===== config.mk =====
export PLATFORM = sky130hd
export DESIGN_NAME = alu_writeback_arbiter
export DESIGN_NICKNAME = d
export VERILOG_FILES = /design/src/rtl/alu_writeback_arbiter.sv
export SDC_FILE = /design/constraint.sdc
export NUM_CORES = 1
export LEC_CHECK = 0
export BUFFER_PORTS_ARGS = -buffer_cell sky130_fd_sc_hd__buf_4
export CAP_MARGIN = 15
export CORE_UTILIZATION = 58
export CTS_CLUSTER_SIZE = 24
export DETAILED_ROUTE_END_ITERATION = 7
export GPL_TIMING_DRIVEN = 0
export PLACE_DENSITY_LB_ADDON = 0.3
export REMOVE_ABC_BUFFERS = 1
export SYNTH_ARGS = -nofsm -noshare
export SYNTH_HDL_FRONTEND = slang
export SYNTH_HIERARCHICAL = 1
export SYNTH_SLANG_ARGS = --single-unit
export TNS_END_PERCENT = 10

===== constraint.sdc =====
create_clock -name clock -period 8.4 [get_ports clock]
set_input_delay 0.42 -clock clock [delete_from_list [all_inputs] [get_ports clock]]
set_output_delay 0.42 -clock clock [all_outputs]
set_load 0.02 [all_outputs]

===== src/rtl/alu_writeback_arbiter.sv =====
// Collects ALU result beats into per-unit FIFOs and drains them round-robin onto the
// single register-file write port, flagging beats dropped on a full FIFO.
module alu_wb_fifo #(
    parameter int W     = 36,
    parameter int DEPTH = 4
) (
    input  logic         clock,
    input  logic         reset,
    input  logic         i_push,
    input  logic         i_pop,
    input  logic [W-1:0] i_wdata,
    output logic [W-1:0] o_rdata,
    output logic         o_empty,
    output logic         o_drop
);
    localparam int AW = $clog2(DEPTH);

    logic [AW:0]  r_wr, r_rd;
    logic [W-1:0] r_mem [DEPTH];
    logic         w_full, w_push_ok;

    // Extra MSB on the pointers distinguishes full from empty when the indices match.
    assign w_full    = (r_wr[AW] != r_rd[AW]) && (r_wr[AW-1:0] == r_rd[AW-1:0]);
    assign o_empty   = (r_wr == r_rd);
    assign w_push_ok = i_push && (!w_full || i_pop);
    assign o_drop    = i_push && w_full && !i_pop;
    assign o_rdata   = r_mem[r_rd[AW-1:0]];

    always_ff @(posedge clock or negedge reset) begin
        if (!reset) begin
            r_wr <= '0;
            r_rd <= '0;
        end else begin
            if (w_push_ok) r_wr <= r_wr + 1'b1;
            if (i_pop)     r_rd <= r_rd + 1'b1;
        end
    end

    always_ff @(posedge clock) begin
        if (w_push_ok) r_mem[r_wr[AW-1:0]] <= i_wdata;
    end
endmodule

module alu_writeback_arbiter #(
    parameter int DATA_WIDTH     = 32,
    parameter int REG_ADDR_WIDTH = 4,
    parameter int N_UNITS        = 4,
    parameter int FIFO_DEPTH     = 4
) (
    input  logic                               clock,
    input  logic                               reset,
    input  logic [N_UNITS-1:0]                 in_valid,
    input  logic [N_UNITS*DATA_WIDTH-1:0]      in_data,
    input  logic [N_UNITS*REG_ADDR_WIDTH-1:0]  in_user,
    output logic                               wb_valid,
    output logic [DATA_WIDTH-1:0]              wb_data,
    output logic [REG_ADDR_WIDTH-1:0]          wb_address,
    input  logic                               wb_ready,
    output logic [N_UNITS-1:0]                 overflow,
    input  logic                               clear_overflow,
    output logic                               busy
);
    localparam int EW = DATA_WIDTH + REG_ADDR_WIDTH;
    localparam int PW = $clog2(N_UNITS);

    logic [N_UNITS-1:0]         w_empty, w_pop, w_drop;
    logic [N_UNITS-1:0][EW-1:0] w_head;
    logic [EW-1:0]              w_sel;
    logic [PW-1:0]              w_grant;
    logic                       w_found, w_load;

    logic [PW-1:0]              r_rr_ptr;
    logic                       r_wb_valid;
    logic [DATA_WIDTH-1:0]      r_wb_data;
    logic [REG_ADDR_WIDTH-1:0]  r_wb_address;
    logic [N_UNITS-1:0]         r_overflow;

    for (genvar g = 0; g < N_UNITS; g++) begin : g_unit
        alu_wb_fifo #(.W(EW), .DEPTH(FIFO_DEPTH)) u_fifo (
            .clock   (clock),
            .reset   (reset),
            .i_push  (in_valid[g]),
            .i_pop   (w_pop[g]),
            .i_wdata ({in_user[g*REG_ADDR_WIDTH +: REG_ADDR_WIDTH],
                       in_data[g*DATA_WIDTH +: DATA_WIDTH]}),
            .o_rdata (w_head[g]),
            .o_empty (w_empty[g]),
            .o_drop  (w_drop[g])
        );
    end

    // First non-empty FIFO scanning upward from the round-robin pointer.
    always_comb begin
        w_found = 1'b0;
        w_grant = '0;
        for (int k = 0; k < N_UNITS; k++) begin
            if (!w_found && !w_empty[(int'(r_rr_ptr) + k) % N_UNITS]) begin
                w_found = 1'b1;
                w_grant = PW'((int'(r_rr_ptr) + k) % N_UNITS);
            end
        end
    end

    assign w_load = !r_wb_valid || wb_ready;
    assign w_sel  = w_head[w_grant];

    always_comb begin
        w_pop = '0;
        if (w_load && w_found) w_pop[w_grant] = 1'b1;
    end

    always_ff @(posedge clock or negedge reset) begin
        if (!reset) begin
            r_rr_ptr     <= '0;
            r_wb_valid   <= 1'b0;
            r_wb_data    <= '0;
            r_wb_address <= '0;
            r_overflow   <= '0;
        end else begin
            if (w_load) begin
                r_wb_valid <= w_found;
                if (w_found) begin
                    r_wb_data    <= w_sel[DATA_WIDTH-1:0];
                    r_wb_address <= w_sel[EW-1:DATA_WIDTH];
                    r_rr_ptr     <= (int'(w_grant) == N_UNITS - 1) ? '0 : w_grant + 1'b1;
                end
            end
            // A drop in the same cycle as a clear leaves the bit set.
            r_overflow <= (clear_overflow ? '0 : r_overflow) | w_drop;
        end
    end

    assign wb_valid   = r_wb_valid;
    assign wb_data    = r_wb_data;
    assign wb_address = r_wb_address;
    assign overflow   = r_overflow;
    assign busy       = r_wb_valid || !(&w_empty);
endmodule


==> impl_metrics.tcl <==
set metrics [dict create \
    path_max_fanout 39 \
    peakVddDrop_uv 257 \
    multi_input_area_sq_um 5580 \
    clockRootBuffer "clkbuf_16" \
    setup_viol 0 \
    ys_ff_latch 643 \
    async_reset_ff_share_pct 10.4 \
    dpl.hpwl_mm 34.0 \
    place_ws_ns 2.97 \
    finalHoldViolations 0 \
    relSlewSlack_pct 36.0 \
    syn_inst 1136 \
    antenna_found_initial 3 \
    port-buffer-count 193 \
    hold_path.class "input port to register" \
    wire_per_inst_microns 26.0 \
    grt_usage_pct 25.8 \
    cp.buffers_inverters 3 \
    p_sw_share_pct 33.0 \
    grt_pass1_wl_mm 81.7 \
    register_area_sq_um 19000 \
    clock-sinks 643 \
    path_cells "xor2_1 > nor3b_1 > nand2b_1 > a21oi_1 > a211oi_4 > buf_16 > buf_8 > nor2_1 > or4_4 > and3_2 > buf_16" \
    overflow 0 \
    die_width_microns 209 \
    crit_type "register to register" \
    nNetsFinal 1681 \
    syn-cell-area_sq_um 24900 \
    fillers 2423 \
    path_common_cell "buf_16" \
    drv_slew 0 \
    cts_max_level 2 \
    rsz0062_at_grt "no" \
    dpl_cell_area_sq_um 27300 \
    ant_nets 0 \
    worst_slack_ns 3.23 \
    critical_path.max_stage_delay_ns 0.99 \
    cts_resized 0 \
    synth_compound_area_share_pct 2.09 \
    vias 12800 \
    final_cell_area_sq_um 30600 \
    status "completed" \
    clk_pin_slew_ns 0.06 \
    drive_gt1_share_pct 32.0 \
    synth_fa_ha_area_share_pct 1.06 \
    crit_path_end_kind "register" \
    syn_area_per_cell_sq_um 21.9 \
    timing.fmax_ghz 0.193 \
    die_area_sq_um 43700 \
    area_growth_pct 23.1 \
    avgViaCountPerCell 6.09 \
    worstPathRequired_ns 8.76 \
    start_util_pct 59.0 \
    numCtsBuffers 61 \
    path_delay_family "simple AND/OR/NAND/NOR gates" \
    fin_worst_skew_ns 0.0178 \
    core_area_sq_um 42100 \
    routabilityCongestion 0.852 \
    synth_mux_area_share_pct 16.3 \
    p_leak_nw 10.9 \
    drtPass1Iterations 5 \
    synth_cell_types 42 \
    finalCritPeriodShare_pct 61.6 \
    layout_commonest_cell "edfxtp_1" \
    internal_power_w 0.00773 \
    synth_simple_gate_area_share_pct 2.07 \
    die_y_microns 209 \
    synth-seq-area-share_pct 76.3 \
    tightest_slew_ns 0.960 \
    period_minus_slack_ns 5.17 \
    wirelength_mm 54.6 \
    critPathArrivalTime_ns 5.53 \
    start_kind "register" \
    clk_latency_ns 0.62 \
    mostFrequentLayoutCells "edfxtp_1, buf_4, mux4_2" \
    yosysWarningCount 6 \
    cts_tree "yes" \
    p_switching_w 0.00381 \
    clock_path_buffers 3 \
    drcViolationCount 0 \
    grt_pass1_vias 13400 \
    clockPowerShare_pct 22.5 \
    grt_max_degree 68 \
    seqPwrFrac_pct 42.9 \
    synth_top_family_by_area "multiplexers" \
    slowest_stage "dfrtp_4" \
    drtIter0Drc 972 \
    pin_count 194 \
    power_frac_comb_pct 34.6 \
    powerDensity_nw_per_um2 377 \
    rows 75 \
    max_cap_viol_count 0 \
    post_cts_buffers 0 \
    synth_xor_area_share_pct 0.845 \
    synth_edf_count 576 \
    synth_flop_cell "edfxtp_1" \
]
[state kept, by name (all words and copies together), names as in the netlist]
name                 flops
r_rr_ptr                 2
wb_data                 32
g_unit.u_fifo/r_mem    576
wb_valid                 1
g_unit.u_fifo/r_rd      12
g_unit.u_fifo/r_wr      12
wb_address               4
overflow                 4
[power by group through the flow]
stage / clock network [W] / registers [W] / logic, W
2_1_floorplan: 0 / 0.00499 / 0.00231
3_3_place_gp: 0 / 0.00512 / 0.00362
3_5_place_dp: 0 / 0.00502 / 0.00391
4_1_cts: 0.00264 / 0.00497 / 0.00399
5_1_grt: 0.00275 / 0.00505 / 0.00420
6_report: 0.00260 / 0.00495 / 0.00399
[synthesized netlist by cell type, types with 2 or more instances]
| cell | instances | area [sq um] |
|---|---|---|
| edfxtp_1 | 576 | 17300 |
| mux4_2 | 144 | 3240 |
| mux2i_1 | 72 | 721 |
| dfrtp_1 | 67 | 1680 |
| nand2_1 | 47 | 176 |
| o221ai_1 | 36 | 315 |
| buf_2 | 21 | 105 |
| ha_1 | 21 | 263 |
| and3_1 | 18 | 113 |
| inv_1 | 13 | 48.8 |
| xnor2_1 | 12 | 105 |
| xor2_1 | 12 | 105 |
| buf_4 | 9 | 67.6 |
| clkbuf_1 | 9 | 33.8 |
| buf_1 | 7 | 26.3 |
| mux2_2 | 7 | 78.8 |
| nand2b_1 | 6 | 37.5 |
| nor2_1 | 6 | 22.5 |
| a21boi_0 | 4 | 30.0 |
| a21o_1 | 4 | 30.0 |
| a311o_1 | 4 | 40.0 |
| nor3b_1 | 4 | 30.0 |
| nor4_1 | 4 | 25.0 |
| or4_4 | 4 | 45.0 |
| and2_1 | 3 | 18.8 |
| nor2b_1 | 3 | 18.8 |
| o41ai_1 | 3 | 26.3 |
| a21oi_1 | 2 | 10.0 |
| buf_6 | 2 | 22.5 |
| buf_8 | 2 | 30.0 |
| inv_2 | 2 | 7.51 |
| o21ai_0 | 2 | 10.0 |
[area by class of cell]
cell class / instances / share of cell area, %
inverters: 15 / 0.184
well taps: 539 / 2.20
clock buffers: 78 / 5.49
flip-flops and latches: 643 / 62.0
multi-input cells: 428 / 18.2
diodes: 4 / 0.0327
clock inverters: 34 / 0.694
repair buffers: 359 / 11.2
[repair_timing]
action	4_1_cts	5_1_grt
endpoints found under the setup margin	0	0
endpoints found under the hold margin	597	0
hold buffers	135	0
[final timing paths]
path,from,endpoint,slack [ns],cells past startpoint
hold / removal,in_data[47],g_unit[1].u_fifo/r_mem[2][15],0.02,1
setup reg to reg,g_unit[2].u_fifo/r_rd[0],g_unit[0].u_fifo/r_mem[2][4],3.23,11
hold reg to reg,overflow[1],overflow[1],0.48,1
min in group asynchronous,reset,overflow[3],0.44,2
max in group asynchronous,reset,g_unit[1].u_fifo/r_rd[0],7.18,2
setup / recovery,g_unit[2].u_fifo/r_rd[0],g_unit[0].u_fifo/r_mem[2][4],3.23,11
[cells by family (layout without fill, tap and decap cells)]
group	Yosys count	in the layout
flip-flops	643	643
adder cells (fa/ha/maj)	21	21
multiplexers	224	224
AO/OA/AOI/OAI	59	59
AND/OR/NAND/NOR	100	100
other	0	4
buffers and inverters	65	486
XOR/XNOR	24	24
[per-stage QoR]
step	hold WS [ns]	std cells	setup TNS, ns	total power (W)	util [%]
finish	0.0224	2100	0	0.0115	72.7
global route	0.00977	2098	0	0.0120	72.7
CTS	0.000211	2094	0	0.0116	72.6
detailed placement	0.471	1847	0	0.00894	64.8
global placement	0.466	1818	-1806.28	0.00874	63.4
floorplan	0.124	1086	0	0.00730	-
[routing by layer]
| layer | global-route usage, % | wire, microns | vias up |
|---|---|---|---|
| met5 | 0 | 13 | - |
| met4 | 8.70 | 1590 | 2 |
| met3 | 4.82 | 3640 | 89 |
| met2 | 42.0 | 27200 | 467 |
| met1 | 35.5 | 22200 | 6744 |
| li1 | - | - | 5481 |
(Power assumes the default switching activity.)
